`src/rtl/layer1_bias_act.sv`:
```
// layer1_bias_act
//   Serial bias-add and activation stage for layer 1. Captures the bias vector
//   once (sticky until rst), then for every accumulator pulse computes one
//   neuron per cycle: rescaled bias-add, arithmetic shift back to the
//   activation scale, and a saturating activation into a flat output vector.
//
//   Optional feature macro: LAYER1_RELU_EN
//     defined   -> ReLU then clamp to [0, 2^(W-1)-1]
//     undefined -> linear, signed clamp to [-2^(W-1), 2^(W-1)-1]
//
// Ports
//   clk        in   system clock, rising edge
//   rst        in   synchronous active-high reset
//   bias_valid in   bias loader done (level)
//   bias_in    in   OUT_SIZE*W flat bias vector, neuron i at [i*W +: W]
//   acc_valid  in   one-cycle pulse, acc_in valid
//   acc_in     in   OUT_SIZE*ACC_W flat accumulators, neuron i at [i*ACC_W +: ACC_W]
//   data_out   out  OUT_SIZE*W flat activations, neuron i at [i*W +: W]
//   busy       out  high while waiting for bias or processing
//   done       out  high in DONE state, data_out stable
module layer1_bias_act #(
    parameter int unsigned OUT_SIZE = 8,
    parameter int unsigned W        = 8,
    parameter int unsigned ACC_W    = 20,
    parameter int unsigned SHIFT    = 4
) (
    input  logic                      clk,
    input  logic                      rst,
    input  logic                      bias_valid,
    input  logic [OUT_SIZE*W-1:0]     bias_in,
    input  logic                      acc_valid,
    input  logic [OUT_SIZE*ACC_W-1:0] acc_in,
    output logic [OUT_SIZE*W-1:0]     data_out,
    output logic                      busy,
    output logic                      done
);

    // Sum width wide enough that acc + (bias << SHIFT) can never overflow.
    localparam int unsigned SW    = ACC_W + W + 1;
    localparam int unsigned IDX_W = (OUT_SIZE > 1) ? $clog2(OUT_SIZE) : 1;
    localparam logic [IDX_W-1:0] LAST_IDX = IDX_W'(OUT_SIZE - 1);

    localparam logic [1:0] S_IDLE      = 2'd0;
    localparam logic [1:0] S_WAIT_BIAS = 2'd1;
    localparam logic [1:0] S_PROC      = 2'd2;
    localparam logic [1:0] S_DONE      = 2'd3;

    // Activation limits expressed at sum width so comparisons stay signed.
    localparam logic signed [SW-1:0] ACT_MAX = {{(SW-W+1){1'b0}}, {(W-1){1'b1}}};
    localparam logic signed [SW-1:0] ACT_MIN = {{(SW-W+1){1'b1}}, {(W-1){1'b0}}};

    logic [1:0]                state_q;
    logic [IDX_W-1:0]          idx_q;
    logic                      bias_loaded_q;
    logic [OUT_SIZE*W-1:0]     bias_q;
    logic [OUT_SIZE*ACC_W-1:0] acc_q;
    logic [OUT_SIZE*W-1:0]     data_out_q;

    logic                      bias_capture;
    logic [ACC_W-1:0]          acc_sel;
    logic [W-1:0]              bias_sel;
    logic signed [SW-1:0]      acc_ext;
    logic signed [SW-1:0]      bias_ext;
    logic signed [SW-1:0]      sum;
    logic signed [SW-1:0]      q;
    logic [W-1:0]              act;

    assign bias_capture = bias_valid && !bias_loaded_q;

    always_comb begin
        acc_sel  = acc_q[idx_q*ACC_W +: ACC_W];
        bias_sel = bias_q[idx_q*W +: W];
        acc_ext  = {{(SW-ACC_W){acc_sel[ACC_W-1]}}, acc_sel};
        bias_ext = {{(SW-W){bias_sel[W-1]}}, bias_sel};
        sum      = acc_ext + (bias_ext <<< SHIFT);
        q        = sum >>> SHIFT;   // floor division by 2^SHIFT
`ifdef LAYER1_RELU_EN
        if (q[SW-1]) begin
            act = '0;
        end else if (q > ACT_MAX) begin
            act = ACT_MAX[W-1:0];
        end else begin
            act = q[W-1:0];
        end
`else
        if (q > ACT_MAX) begin
            act = ACT_MAX[W-1:0];
        end else if (q < ACT_MIN) begin
            act = ACT_MIN[W-1:0];
        end else begin
            act = q[W-1:0];
        end
`endif
    end

    always_ff @(posedge clk) begin
        if (rst) begin
            state_q       <= S_IDLE;
            idx_q         <= '0;
            bias_loaded_q <= 1'b0;
            bias_q        <= '0;
            acc_q         <= '0;
            data_out_q    <= '0;
        end else begin
            if (bias_capture) begin
                bias_q        <= bias_in;
                bias_loaded_q <= 1'b1;
            end
            case (state_q)
                S_IDLE, S_DONE: begin
                    if (acc_valid) begin
                        acc_q <= acc_in;
                        idx_q <= '0;
                        // A bias captured on this same edge is usable next cycle.
                        state_q <= (bias_loaded_q || bias_valid) ? S_PROC : S_WAIT_BIAS;
                    end
                end
                S_WAIT_BIAS: begin
                    if (bias_loaded_q) begin
                        state_q <= S_PROC;
                        idx_q   <= '0;
                    end
                end
                S_PROC: begin
                    data_out_q[idx_q*W +: W] <= act;
                    if (idx_q == LAST_IDX) begin
                        state_q <= S_DONE;
                    end else begin
                        idx_q <= idx_q + 1'b1;
                    end
                end
                default: state_q <= S_IDLE;
            endcase
        end
    end

    assign data_out = data_out_q;
    assign busy     = (state_q == S_WAIT_BIAS) || (state_q == S_PROC);
    assign done     = (state_q == S_DONE);

endmodule

```
`config.mk`:
```
export PLATFORM = sky130hd
export DESIGN_NAME = layer1_bias_act
export DESIGN_NICKNAME = d
export VERILOG_FILES = /design/src/rtl/layer1_bias_act.sv
export SDC_FILE = /design/constraint.sdc
export NUM_CORES = 1
export LEC_CHECK = 0
export BUFFER_PORTS_ARGS = -buffer_cell sky130_fd_sc_hd__buf_2
export CORE_MARGIN = 2
export CORE_UTILIZATION = 30
export CTS_BUF_LIST = sky130_fd_sc_hd__clkbuf_4
export CTS_CLUSTER_DIAMETER = 60
export CTS_CLUSTER_SIZE = 40
export DETAILED_ROUTE_END_ITERATION = 16
export SLEW_MARGIN = 20
export SYNTH_ARGS = -nofsm -noshare
export SYNTH_HDL_FRONTEND = slang
export SYNTH_SLANG_ARGS = --single-unit
```
`constraint.sdc`:
```
create_clock -name clk -period 9.1 [get_ports clk]
set_input_delay 1.365 -clock clk [delete_from_list [all_inputs] [get_ports clk]]
set_output_delay 1.365 -clock clk [all_outputs]
set_load 0.1 [all_outputs]
```
==> impl_metrics.tcl <==
set metrics [dict create \
    gp_congestion 0.8018 \
    setup_viol 0 \
    die_x_um 199.1 \
    numPortBuffers 261 \
    syn_nets 1607 \
    hold_viol_final 0 \
    core-area_sq_um 37580 \
    synth_common_cells "nand2_1, dfxtp_1, a21oi_1" \
    ys_ff_latch 262 \
    rsz0062_at_grt "false" \
    cpMaxStageDelayCell "o21ai_0" \
    root_buffer "clkbuf_4" \
    htree_levels 1 \
    grt_usage_pct 16.61 \
    seq_area_frac_synth_pct 45.92 \
    timing.final.max_slew_violations 0 \
    dp_hpwl_um 24380 \
    finalCritPeriodShare_pct 64.83 \
    wl_per_cell_um 16.27 \
    critPathMaxStageDelay_ns 0.68 \
    fillers 3985 \
    post-cts-setup-buffers 0 \
    crit_required_ns 9.76 \
    worst-path-buf-inv 1 \
    cp-start-kind "flip-flop" \
    avgSynthCellArea_sq_um 8.448 \
    ys_types 53 \
    die_area_sq_um 39650 \
    final_nets 1815 \
    cts_tree "built" \
    antenna_found_initial 9 \
    viasPerCell 4.771 \
    synth.largest_area_cell "dfxtp_1" \
    maxCapViolCount 0 \
    grt_pass1_wl_um 51880 \
    timing.slew.headroom_pct 30.08 \
    clock_path_buffers 3 \
    pin_count 294 \
    cts_num_sinks 262 \
    ir_worst_vdd_mv 0.09881 \
    insertion_delay_ns 0.80 \
    post_cts_resize_count 0 \
    grt_max_degree 102 \
    power_density_nw_per_um2 242.2 \
    rows 71 \
    antenna_left 0 \
    async_reset_ff_share_pct 0 \
    path_max_fanout 34 \
    postSynthCellCount 1352 \
    synth_ff_type "dfxtp_1" \
    worst_pin_slew_ns 1.049 \
    clk_pin_slew_ns 0.17 \
    arrival_ns 6.56 \
    overflow 0 \
    status "finished clean" \
    yosysTopAreaCellShare_pct 45.92 \
    rrSetupSlack_ns 3.20 \
    postCtsHoldBufs 0 \
    synth-edff-count 0 \
    rr_worst_depth 15 \
    crit_family "compound AO/OA/AOI/OAI gates" \
    r2r_end "data_out[27]" \
    worstReg2RegStart "idx_q[0]" \
    layout-drive-gt1-share_pct 24.46 \
    drtIter0Drc 488 \
    hold_path.class "reg2reg" \
    area_delta_synth_final_pct 19.34 \
    synth_area_leaders "dfxtp_1, nand2_1, mux4_2, a21oi_1, ha_1" \
    drt-pass1-iter-count 5 \
    min-delay-start "acc_q[117]" \
    path_cells "buf_4, mux4_2, nand2_1, nand2_1, ha_1, fa_1, a21o_1, a221oi_2, o211ai_2, a221o_1, xor2_1, a2111o_1, o31a_1, o21ai_0, o21ai_0" \
    layout_min_cycle_time_ns 5.900 \
    fp.dieH_um 199.1 \
    vias 10019 \
    wl_um 34170 \
    initial_core_util_pct 30.40 \
    drcViolationCount 0 \
    yosys_warnings 0 \
    finalSetupTns_ns 0 \
    fin_skew_ns 0.05908 \
    cts_made_buffers 28 \
    post-synth-top-count-cell "nand2_1" \
    power_uw 3302 \
    synthesis.area_sq_um 11420 \
    hold_end "acc_q[117]" \
    crit_type "reg2reg" \
    cp-end-kind "flip-flop" \
    fmax_mhz 169.5 \
    grt_pass1_vias 9601 \
    p_leak_uw 0.005727 \
    whs_path_depth 2 \
]
==> cells by family after synthesis <==
logic type | count (synthesis) | synth area share [%]
compound gates | 305 | 15.64
xor+xnor | 12 | 0.9201
fa+ha+maj | 27 | 3.023
buf+inv | 105 | 3.670
flops | 262 | 45.92
mux | 56 | 10.17
simple gates | 585 | 20.66
==> worst max path at each step <==
stage	cells after the start	start	slack, ns	end
2_1_floorplan	18	idx_q[0]	4.01	data_out[1]
3_3_place_gp	15	idx_q[0]	3.21	data_out[19]
3_5_place_dp	15	idx_q[0]	3.09	data_out[27]
4_1_cts	15	idx_q[0]	3.07	data_out[27]
5_1_grt	15	idx_q[0]	2.80	data_out[28]
6_report	15	idx_q[0]	3.20	data_out[27]
==> per-layer routing <==
| layer | GRT usage, % | share of wire [%] | vias to the layer above |
|---|---|---|---|
| met5 | 0 | 0.082 | - |
| met4 | 4.478 | 1.7 | 6 |
| met3 | 2.565 | 4.8 | 44 |
| met2 | 26.15 | 45 | 236 |
| met1 | 23.60 | 48 | 4696 |
| li1 | - | - | 5037 |
==> through the flow <==
stage / area (sq um) / worst slack [ns] / utilization (%) / hold slack, ns / std cells
global placement: 13110 / 3.213 / 34.88 / 0.4399 / 2041
detailed placement: 13110 / 3.087 / 34.88 / 0.4433 / 2041
CTS: 13610 / 3.069 / 36.23 / 0.4638 / 2093
finish: 13630 / 3.200 / 36.28 / 0.4614 / 2100
floorplan: 11420 / 4.012 / - / 0.4331 / 1352
global route: 13630 / 2.798 / 36.26 / 0.4820 / 2098
==> power by group <==
part	internal (uW)	switching (uW)	total (uW)
combinational	366	770	1140
sequential	1310	96.1	1400
clock	249	514	763
==> sequential cells by signal (all words and copies together), names as in the netlist <==
register	count
idx_q	3
acc_q	128
bias_loaded_q	1
bias_q	64
state_q	2
data_out	64
==> worst min-delay path, cell delays in order (launching register included) <==
cell     delay [ns]
dfxtp_1        0.33
nand2_1        0.05
a21oi_1        0.05
==> final cells by class <==
class	instances	area (sq um)	share of cell area, %
inverter	11	41.29	0.3029
multi-input combinational	985	5778	42.39
sequential	262	5253	38.53
clock buffer	30	225.2	1.652
antenna	7	17.52	0.1285
timing repair buffer	272	1395	10.23
tap	511	639.4	4.690
clock inverter	22	282.8	2.074
==> cells in the final DEF (no fill, tap or decap), types with 6 or more instances in the layout <==
cell,n
xnor2_1,6
ha_1,26
nor2b_1,14
nand2_1,492
nor3b_1,6
mux4_2,48
clkbuf_4,30
nor3_1,9
a22o_1,30
nor2_1,27
buf_2,260
inv_12,6
o21ai_0,21
nand4_1,6
buf_4,11
a21o_1,8
xor2_1,6
inv_1,10
a21oi_1,212
mux2i_1,8
dfxtp_1,260
diode_2,7
Note: power is estimated with default switching activity, not from simulation.
